[src/rtl/id_ex_stage_reg.sv]
// ID/EX pipeline register: carries decoded ID fields into EX and detects load-use hazards.
// It inserts bubbles on a hazard or a flush, freezes on EX hold, and counts inserted bubbles.
module id_ex_stage_reg #(
    parameter int XLEN  = 32,
    parameter int CNT_W = 16
) (
    input  logic             clk,
    input  logic             rst,
    input  logic             id_valid,
    input  logic [XLEN-1:0]  id_pc,
    input  logic [XLEN-1:0]  id_rs1_data,
    input  logic [XLEN-1:0]  id_rs2_data,
    input  logic [XLEN-1:0]  id_imm,
    input  logic [4:0]       id_rs1,
    input  logic [4:0]       id_rs2,
    input  logic [4:0]       id_rd,
    input  logic [1:0]       id_ALUop,
    input  logic             id_funct7,
    input  logic [2:0]       id_funct3,
    input  logic             id_ALUsrc,
    input  logic             id_MemRead,
    input  logic             id_MemWrite,
    input  logic             id_RegWrite,
    input  logic             id_MemtoReg,
    input  logic             id_Branch,
    input  logic             flush,
    input  logic             ex_hold,
    output logic             ex_valid,
    output logic [XLEN-1:0]  ex_pc,
    output logic [XLEN-1:0]  ex_rs1_data,
    output logic [XLEN-1:0]  ex_rs2_data,
    output logic [XLEN-1:0]  ex_imm,
    output logic [4:0]       ex_rs1,
    output logic [4:0]       ex_rs2,
    output logic [4:0]       ex_rd,
    output logic [1:0]       ex_ALUop,
    output logic             ex_funct7,
    output logic [2:0]       ex_funct3,
    output logic             ex_ALUsrc,
    output logic             ex_MemRead,
    output logic             ex_MemWrite,
    output logic             ex_RegWrite,
    output logic             ex_MemtoReg,
    output logic             ex_Branch,
    output logic             stall_id,
    output logic [CNT_W-1:0] bubble_cnt,
    output logic [CNT_W-1:0] flush_cnt
);

    localparam logic [CNT_W-1:0] CNT_ONE = CNT_W'(1);
    localparam logic [CNT_W-1:0] CNT_MAX = '1;

    logic haz;
    logic load_bubble;
    logic load_id;

    // rs2 is compared even for I-type: a spurious stall costs one cycle, a missed one is wrong.
    always_comb begin
        haz = ex_valid & ex_MemRead & id_valid & (ex_rd != 5'd0) &
              ((ex_rd == id_rs1) | (ex_rd == id_rs2));
        stall_id    = (haz | ex_hold) & ~flush;
        load_bubble = rst | flush | (~ex_hold & haz);
        load_id     = ~rst & ~flush & ~ex_hold & ~haz;
    end

    always_ff @(posedge clk) begin
        if (load_bubble) begin
            ex_valid    <= 1'b0;
            ex_pc       <= '0;
            ex_rs1_data <= '0;
            ex_rs2_data <= '0;
            ex_imm      <= '0;
            ex_rs1      <= '0;
            ex_rs2      <= '0;
            ex_rd       <= '0;
            ex_ALUop    <= '0;
            ex_funct7   <= 1'b0;
            ex_funct3   <= '0;
            ex_ALUsrc   <= 1'b0;
            ex_MemRead  <= 1'b0;
            ex_MemWrite <= 1'b0;
            ex_RegWrite <= 1'b0;
            ex_MemtoReg <= 1'b0;
            ex_Branch   <= 1'b0;
        end else if (load_id) begin
            ex_valid    <= id_valid;
            ex_pc       <= id_pc;
            ex_rs1_data <= id_rs1_data;
            ex_rs2_data <= id_rs2_data;
            ex_imm      <= id_imm;
            ex_rs1      <= id_rs1;
            ex_rs2      <= id_rs2;
            ex_rd       <= id_rd;
            ex_ALUop    <= id_ALUop;
            ex_funct7   <= id_funct7;
            ex_funct3   <= id_funct3;
            ex_ALUsrc   <= id_ALUsrc;
            ex_MemRead  <= id_MemRead;
            ex_MemWrite <= id_MemWrite;
            ex_RegWrite <= id_RegWrite;
            ex_MemtoReg <= id_MemtoReg;
            ex_Branch   <= id_Branch;
        end
    end

    // Flush outranks hold and hazard, so at most one counter moves per edge.
    always_ff @(posedge clk) begin
        if (rst) begin
            bubble_cnt <= '0;
            flush_cnt  <= '0;
        end else if (flush) begin
            if (flush_cnt != CNT_MAX)
                flush_cnt <= flush_cnt + CNT_ONE;
        end else if (!ex_hold && haz) begin
            if (bubble_cnt != CNT_MAX)
                bubble_cnt <= bubble_cnt + CNT_ONE;
        end
    end

endmodule

[config.mk]
export PLATFORM = sky130hd
export DESIGN_NAME = id_ex_stage_reg
export DESIGN_NICKNAME = d
export VERILOG_FILES = /design/src/rtl/id_ex_stage_reg.sv
export SDC_FILE = /design/constraint.sdc
export NUM_CORES = 1
export LEC_CHECK = 0
export BUFFER_PORTS_ARGS = -buffer_cell sky130_fd_sc_hd__buf_2
export CAP_MARGIN = 20
export CORE_AREA = 2 2 135 137
export DETAILED_ROUTE_END_ITERATION = 6
export DIE_AREA = 0 0 137 139
export GPL_ROUTABILITY_DRIVEN = 0
export PLACE_DENSITY = 0.69
export SLEW_MARGIN = 20
export SYNTH_ARGS = -nofsm -noshare
export SYNTH_HDL_FRONTEND = slang
export SYNTH_SLANG_ARGS = --single-unit
[constraint.sdc]
create_clock -name clk -period 2.01 [get_ports clk]
set_clock_uncertainty 0.2 [all_clocks]
set_input_delay 0.1005 -clock clk [delete_from_list [all_inputs] [get_ports clk]]
set_output_delay 0.1005 -clock clk [all_outputs]
set_load 0.03 [all_outputs]
==> reports/qor.csv, run 1 <==
stage,metric,value,unit
setup_path,worstPathRequired,2110,ps
setup_path,cp.arrival,2210,ps
die,die-area,19040,sq um
grt,grt_pass1_vias,6916,
route,ant_nets,0,
clocking,htree_num_levels,4,
setup_path,crit_top_cell,buf_4,
clocking,cts_inserted_buffers,17,
sta,fmax,474.5,MHz
sta,period_share,104.8,%
sta,rsz0062_at_grt,yes,
die,die_h,139,microns
clocking,cts.sinks,188,
route,wl,24.56,mm
die,fp-row-count,49,
finish,drive_above_1_share,42.00,%
route,avgRoutedWirePerCell,18.32,microns
grt,grt.overflow.total,0,
sta,finalSetupTns,-8302,ps
setup_path,end_kind,flop,
sta,slew_headroom,73.06,%
synth,synth_nets,729,
grt,grt.met2_usage,42.79,%
sta,hold_viol_final,0,
outcome,violations,negative setup slack,
clocking,clk_latency,420,ps
die,die_w,137,microns
synth,synth.ff_latch_count,188,
min_path,min_path_type,input port to flop,
route,drc,0,
finish,final_nets,1262,
setup_path,path_cells,"dlygate4sd3_1, buf_2, xnor2_2, nand3_2, o22ai_2, buf_4, a2111oi_4, buf_4, buf_6, buf_12, a22o_1",
grt,use_met3,8.370,%
synth,synth.avg_cell_area,11.58,sq um
placed_design,port_buffers,348,
outcome,status,"finished, violations left",
finish,nFillCells,1364,
sta,drv_slew,0,
synth,yosys_warnings,0,
finish,design_area,11230,sq um
clocking,cts_tree,yes,
grt,antenna_found_initial,0,
finish,final_cells,1341,
placed_design,dp.cells,1142,
synth,synth_area,6566,sq um
die,io_pins,349,
finish,diodes,0,
finish,mostFrequentLayoutCell,buf_2,
route,vias_per_cell,5.095,
sta,fin_crit,2107,ps
setup_path,crit_type,input port to flop,
route,vias,6832,
setup_path,path_delay_family,buffers and inverters,
synth,syn_inst,567,
synth,synth_edf_count,0,
grt,grt_pass1_wl,36.90,mm
setup_path,slowest_delay,550,ps
die,core,17660,sq um
synth,async_reset_ff_share,0,%
sta,worst_pin_slew,404.1,ps
finish,area_delta_synth_final,71.00,%
sta,setup_violations,148,
grt,grtUsageTotal,24.67,%
route,drt_first_pass_iters,4,
setup_path,cp-start-kind,input port,
die,initial_core_util,37.19,%
setup_path,critPathBufInv,6,
clocking,root_buffer,clkbuf_16,
grt,grt-busiest-layer,met2,
pwr,p_total,8.360,mW
clocking,ctsLongestPathBuffers,2,
grt,grt_max_degree,59,
route,drt-initial-drc-count,412,
setup_path,worstPathMaxFanout,16,
placed_design,placed_area,8800,sq um
synth,ys_types,44,
sta,fin_ws,-97.36,ps
clocking,clkTransAtPathRegs,70,ps
finish,layout_common_cells,"buf_2 (347), dfxtp_1 (179), dlygate4sd3_1 (157)",
synth,synth_ff_type,dfxtp_1,
flow_run,drv_cap,0,
placed_design,hpwl,14.88,mm
grt,met1_usage,27.72,%
synth,ys_seq_area_share,57.32,%
setup_path,slowest_stage,dlygate4sd3_1,
sta,hold_slack,52.00,ps
pwr,power_density,744.6,nW/um^2
pwr,ir_drop,0.0005593,V
pwr,p_leak,5.259,nW
==> synthesized netlist by cell type (6+ instances only) <==
cell	count	area share (%)
buf_6	16	2.7
nand3_1	16	1.2
xnor2_1	14	1.9
nand4_1	7	0.67
dfxtp_1	188	57
o31ai_1	7	0.80
nor2_1	22	1.3
a21oi_1	14	1.1
nor3_1	12	0.91
a22o_1	156	21
clkbuf_1	22	1.3
and4_1	6	0.80
nand2_1	17	0.97
==> per-stage QoR <==
step	worst slack, ps	util (%)
after floorplan	-32.17	-
after global placement	-22.08	49.84
after detailed placement	-93.26	49.84
after CTS	-35.68	62.64
after global routing	-184.1	63.59
final	-97.36	63.59
==> where the power goes <==
part           switching [mW]  leakage (nW)  total, mW  internal [mW]
Combinational           0.566          3.45       1.12          0.555
Clock                    1.59         0.277       3.35           1.76
Sequential             0.0700          1.54       3.89           3.82
==> metal layers <==
metal	share of wire, %	vias up
li1	-	3229
met1	37	3250
met2	52	294
met3	8.1	59
met4	2.7	0
met5	0	-
==> worst reg2reg max path, cell delays in order (launching register included) <==
cell       delay, ps
dfxtp_4          370
xnor2_2          180
nand3_2          110
o22ai_2          210
buf_4            150
a2111oi_4         50
buf_4            170
buf_6            150
buf_12           150
a22o_1           250
==> state kept, by name, summed over array words and instances, names as in the netlist, 2 cells and up <==
signal       flops
ex_imm          32
ex_rd            5
ex_pc           32
ex_funct3        3
ex_rs1           5
ex_rs2           5
ex_ALUop         2
ex_rs2_data     32
ex_rs1_data     32
flush_cnt       16
bubble_cnt      16
==> cells by family (layout without fill, tap and decap cells) <==
family	after synthesis	after routing	share of synthesized area [%]
flip-flops	188	188	57.32
multiplexers	8	8	1.315
XOR/XNOR	19	19	2.534
adder cells (fa/ha/maj)	2	2	0.3810
AO/OA/AOI/OAI	196	196	25.10
AND/OR/NAND/NOR	110	111	8.899
buffers and inverters	44	588	4.459
==> worst paths after layout <==
path / slack, ps / cells past startpoint / start / end
worst max-delay path: -100 / 11 / id_rs2[3] / ex_ALUop[0]$_SDFFE_PP0P_
worst min-delay path: 50 / 5 / flush / flush_cnt[4]$_SDFFE_PP0P_
worst max register to register: -100 / 9 / ex_rd[0]$_SDFFE_PP0P_ / ex_ALUop[0]$_SDFFE_PP0P_
worst min register to register: 270 / 1 / ex_rs1[1]$_SDFFE_PP0P_ / ex_rs1[1]$_SDFFE_PP0P_
==> final cells by class <==
type	count	area (sq um)	share of cell area (%)
Timing Repair Buffer	555	3892	34.67
Sequential cell	188	3792	33.78
Multi-Input combinational cell	336	2673	23.80
Clock buffer	17	425.4	3.789
Tap cell	229	286.5	2.552
Clock inverter	14	151.4	1.348
Inverter	2	7.507	0.06686
==> repair_timing <==
action	4_1_cts	5_1_grt
endpoints found under the setup margin	158	168
gates cloned	1	4
pin swaps	95	13
resized for setup	12	22
setup buffers	3	3
hold buffers	157	0
hold endpoints to repair	158	0
No activity file was read; power rests on OpenSTA's default activity.
==> inputs of run 2 (changes only) <==
- ABC_AREA: unset -> 1
- CORE_AREA: 2 2 135 137 -> unset
- CORE_MARGIN: unset -> 2
- CORE_UTILIZATION: unset -> 42
- DIE_AREA: 0 0 137 139 -> unset
- PLACE_DENSITY: 0.69 -> 0.74
==> reports/qor.csv, run 2 <==
stage,metric,value,unit,change
grt,grt.overflow.total,0,,unchanged
route,vias,8734,,was 6832
synth,synth.area.top_cells,"dfxtp_1 (50%), nor2_1 (16%), nor3_2 (7.3%), nand2_1 (6.4%), nor3_1 (5.5%)",,"was dfxtp_1 (57%), a22o_1 (21%), buf_6 (2.7%), xnor2_1 (1.9%), clkbuf_1 (1.3%)"
sta,worst_pin_slew,671.8,ps,was 404.1 ps
synth,synth_ff_type,dfxtp_1,,unchanged
route,drc,0,,unchanged
die,die-area,19070,sq um,was 19040 sq um
synth,ys_seq_area_share,49.84,%,was 57.32%
setup_path,worstPathRequired,2130,ps,was 2110 ps
synth,synth.ff_latch_count,188,,unchanged
sta,slew_headroom,55.07,%,was 73.06%
min_path,min_path_type,input port to flop,,unchanged
clocking,ctsLongestPathBuffers,2,,unchanged
route,drt-initial-drc-count,474,,was 412
placed_design,dp_slack,104.4,ps,was -93.26 ps
outcome,status,"finished, final reports clean",,"was finished, violations left"
clocking,root_buffer,clkbuf_16,,unchanged
synth,synth_area,7551,sq um,was 6566 sq um
pwr,netSwitchingFraction,27.25,%,was 26.60%
pwr,switching_power,2.406,mW,was 2.224 mW
finish,area_delta_synth_final,59.49,%,was 71.00%
clocking,cts_inserted_buffers,17,,unchanged
sta,period_share,97.78,%,was 104.8%
die,die_w,138.1,microns,was 137 microns
route,wl,28.34,mm,was 24.56 mm
setup_path,reg2reg_depth,9,,unchanged
die,fp-row-count,49,,unchanged
pwr,ir_drop,0.0006232,V,was 0.0005593 V
clocking,cts_tree,yes,,unchanged
die,core,17780,sq um,was 17660 sq um
setup_path,reg2reg_to,ex_imm[8]$_SDFFE_PP0P_,,was ex_ALUop[0]$_SDFFE_PP0P_
setup_path,cp.arrival,2090,ps,was 2210 ps
placed_design,port_buffers,348,,unchanged
setup_path,rr_startpoint,ex_rd[3]$_SDFFE_PP0P_,,was ex_rd[0]$_SDFFE_PP0P_
die,die_h,138.1,microns,was 139 microns
grt,grtUsageTotal,27.91,%,was 24.67%
finish,final_cells,1739,,was 1341
sta,hold_viol_final,0,,unchanged
flow_run,drv_cap,0,,unchanged
sta,setup_violations,0,,was 148
synth,synth_top_area_share,49.84,%,was 57.32%
grt,grt_pass1_wl,43.59,mm,was 36.90 mm
finish,design_area,12040,sq um,was 11230 sq um
sta,fin_crit,1965,ps,was 2107 ps
clocking,clk_latency,420,ps,about the same
route,ant_nets,0,,unchanged
pwr,p_leak,5.680,nW,was 5.259 nW
setup_path,ff2ff_setup_slack,70,ps,was -100 ps
placed_design,dp.cells,1546,,was 1142
clocking,cts.sinks,188,,unchanged
grt,antenna_found_initial,0,,unchanged
synth,synthTopCellsByCount,"nor2_1 (317), dfxtp_1 (188), nand2_1 (129)",,"was dfxtp_1 (188), a22o_1 (156), clkbuf_1 (22), nor2_1 (22), nand2_1 (17)"
pwr,clkPwrFrac,39.2,%,was 40.0%
synth,synth_most_common_cell,nor2_1,,was dfxtp_1
route,drt_first_pass_iters,5,,was 4
sta,fmax,508.8,MHz,was 474.5 MHz
sta,rsz0062_at_grt,yes,,unchanged
pwr,internal-power,6.424,mW,was 6.136 mW
grt,grt_pass1_vias,8684,,was 6916
finish,drive_above_1_share,33.18,%,was 42.00%
route,vias_per_cell,5.022,,was 5.095
clocking,htree_num_levels,4,,unchanged
synth,synth_nets,1153,,was 729
finish,mostFrequentLayoutCell,buf_2,,unchanged
placed_design,placed_area,9696,sq um,was 8800 sq um
min_path,hold_depth,5,,unchanged
sta,fin_ws,44.70,ps,was -97.36 ps
clocking,clkTransAtPathRegs,70,ps,about the same
synth,yosys_warnings,0,,unchanged
pwr,power_density,733.2,nW/um^2,was 744.6 nW/um^2
synth,synth_edf_count,0,,unchanged
setup_path,cp-start-kind,input port,,unchanged
setup_path,crit_type,input port to flop,,unchanged
sta,drv_slew,0,,unchanged
setup_path,worstPathMaxFanout,15,,was 16
min_path,worstHoldStart,ex_hold,,was flush
synth,async_reset_ff_share,0,%,unchanged
grt,grt_max_degree,82,,was 59
finish,diodes,0,,unchanged
route,avgRoutedWirePerCell,16.29,microns,was 18.32 microns
pwr,seqPwrFrac,44.7,%,was 46.6%
synth,ys_types,25,,was 44
pwr,comb_power_share,16.2,%,was 13.4%
die,io_pins,349,,unchanged
min_path,min_to,ex_ALUop[1]$_SDFFE_PP0P_,,was flush_cnt[4]$_SDFFE_PP0P_
synth,syn_inst,991,,was 567
finish,layout_common_cells,"buf_2 (347), nor2_1 (310), dfxtp_1 (181)",,"was buf_2 (347), dfxtp_1 (179), dlygate4sd3_1 (157)"
placed_design,hpwl,17.10,mm,was 14.88 mm
die,initial_core_util,42.47,%,was 37.19%
finish,final_nets,1661,,was 1262
synth,yosys.area.top_type,dfxtp_1,,unchanged
setup_path,end_kind,flop,,unchanged
synth,synth.avg_cell_area,7.620,sq um,was 11.58 sq um
run 2: changes by cell type after synthesis, sizes merged, moves of 6 or more:
| cell | change |
|---|---|
| nor3 | +126 |
| clkbuf | -6 |
| a22o | -156 |
| buf | +18 |
| inv | +46 |
| and4 | -6 |
| xnor2 | -10 |
| o31ai | -7 |
| o21ai | +19 |
| nor2 | +294 |
| a21oi | +34 |
| nand2 | +114 |
run 2: cell type report:
type / instances / area, sq um
Sequential cell: 188 / 3775
Clock buffer: 20 / 466.7
Multi-Input combinational cell: 701 / 3376
Timing Repair Buffer: 542 / 3814
Tap cell: 229 / 286.5
Timing Repair inverter: 1 / 7.507
Clock inverter: 10 / 131.4
Fill cell: 1356 / 5737
Inverter: 48 / 186.4
run 2: kinds of logic (layout without fill, tap and decap cells):
group | after synthesis | after routing | synth area share, %
buffers and inverters | 102 | 621 | 6.313
XOR/XNOR | 7 | 7 | 0.8119
AO/OA/AOI/OAI | 77 | 77 | 5.269
adder cells (fa/ha/maj) | 2 | 2 | 0.3313
flip-flops | 188 | 188 | 49.84
AND/OR/NAND/NOR | 615 | 615 | 37.43
run 2: worst max path at each step:
stage                                from                          end
4_1_cts             ex_rd[1]$_SDFFE_PP0P_                     stall_id
5_1_grt             ex_rd[4]$_SDFFE_PP0P_                     stall_id
3_5_place_dp        ex_rd[1]$_SDFFE_PP0P_       ex_pc[25]$_SDFFE_PP0P_
2_1_floorplan  bubble_cnt[1]$_SDFFE_PP0P_   bubble_cnt[8]$_SDFFE_PP0P_
3_3_place_gp   bubble_cnt[2]$_SDFFE_PP0P_  bubble_cnt[15]$_SDFFE_PP0P_
6_report                        id_rs2[4]       ex_imm[8]$_SDFFE_PP0P_
run 2: layer usage:
layer	global-route usage (%)	routed length (microns)
met2	49.17	14260
met1	30.69	10620
met4	14.82	1436
met5	0	0
met3	7.551	2020
run 2: stage by stage:
| stage | setup TNS, ps | utilization [%] | hold slack (ps) | total power, mW |
|---|---|---|---|---|
| after floorplan | 0 | - | 43.81 | 4.689 |
| after global placement | 0 | 54.53 | 137.2 | 5.122 |
| after detailed placement | 0 | 54.53 | 146.3 | 5.138 |
| after CTS | 0 | 66.90 | 79.99 | 8.792 |
| after global routing | -1413 | 67.73 | 114.5 | 9.127 |
| final | 0 | 67.73 | 88.09 | 8.830 |
run 2: what timing repair did:
item | CTS | global route
hold buffers | 159 | 0
resized for setup | 6 | 27
setup endpoints to repair | 1 | 84
cloned | 0 | 4
pin swaps | 0 | 1
hold endpoints to repair | 164 | 0
setup buffers | 0 | 0
run 2: critical path: stages:
cell and delay, ps:
dlygate4sd3_1 540, buf_2 130, inv_1 80, nand2_1 70, nand2_1 70, nor2_1 40
nand3_1 90, nand2_2 80, nand3_1 170, nand2_8 130, buf_12 190, buf_12 150
nor3_1 220
run 2: power by group through the flow:
stage               Combinational (mW)  Clock [mW]  Sequential, mW
CTS                               1.37        3.49            3.94
finish                            1.43        3.46            3.94
floorplan                        0.391           0            4.30
global placement                  1.10           0            4.02
detailed placement                1.12           0            4.02
global route                      1.52        3.66            3.96
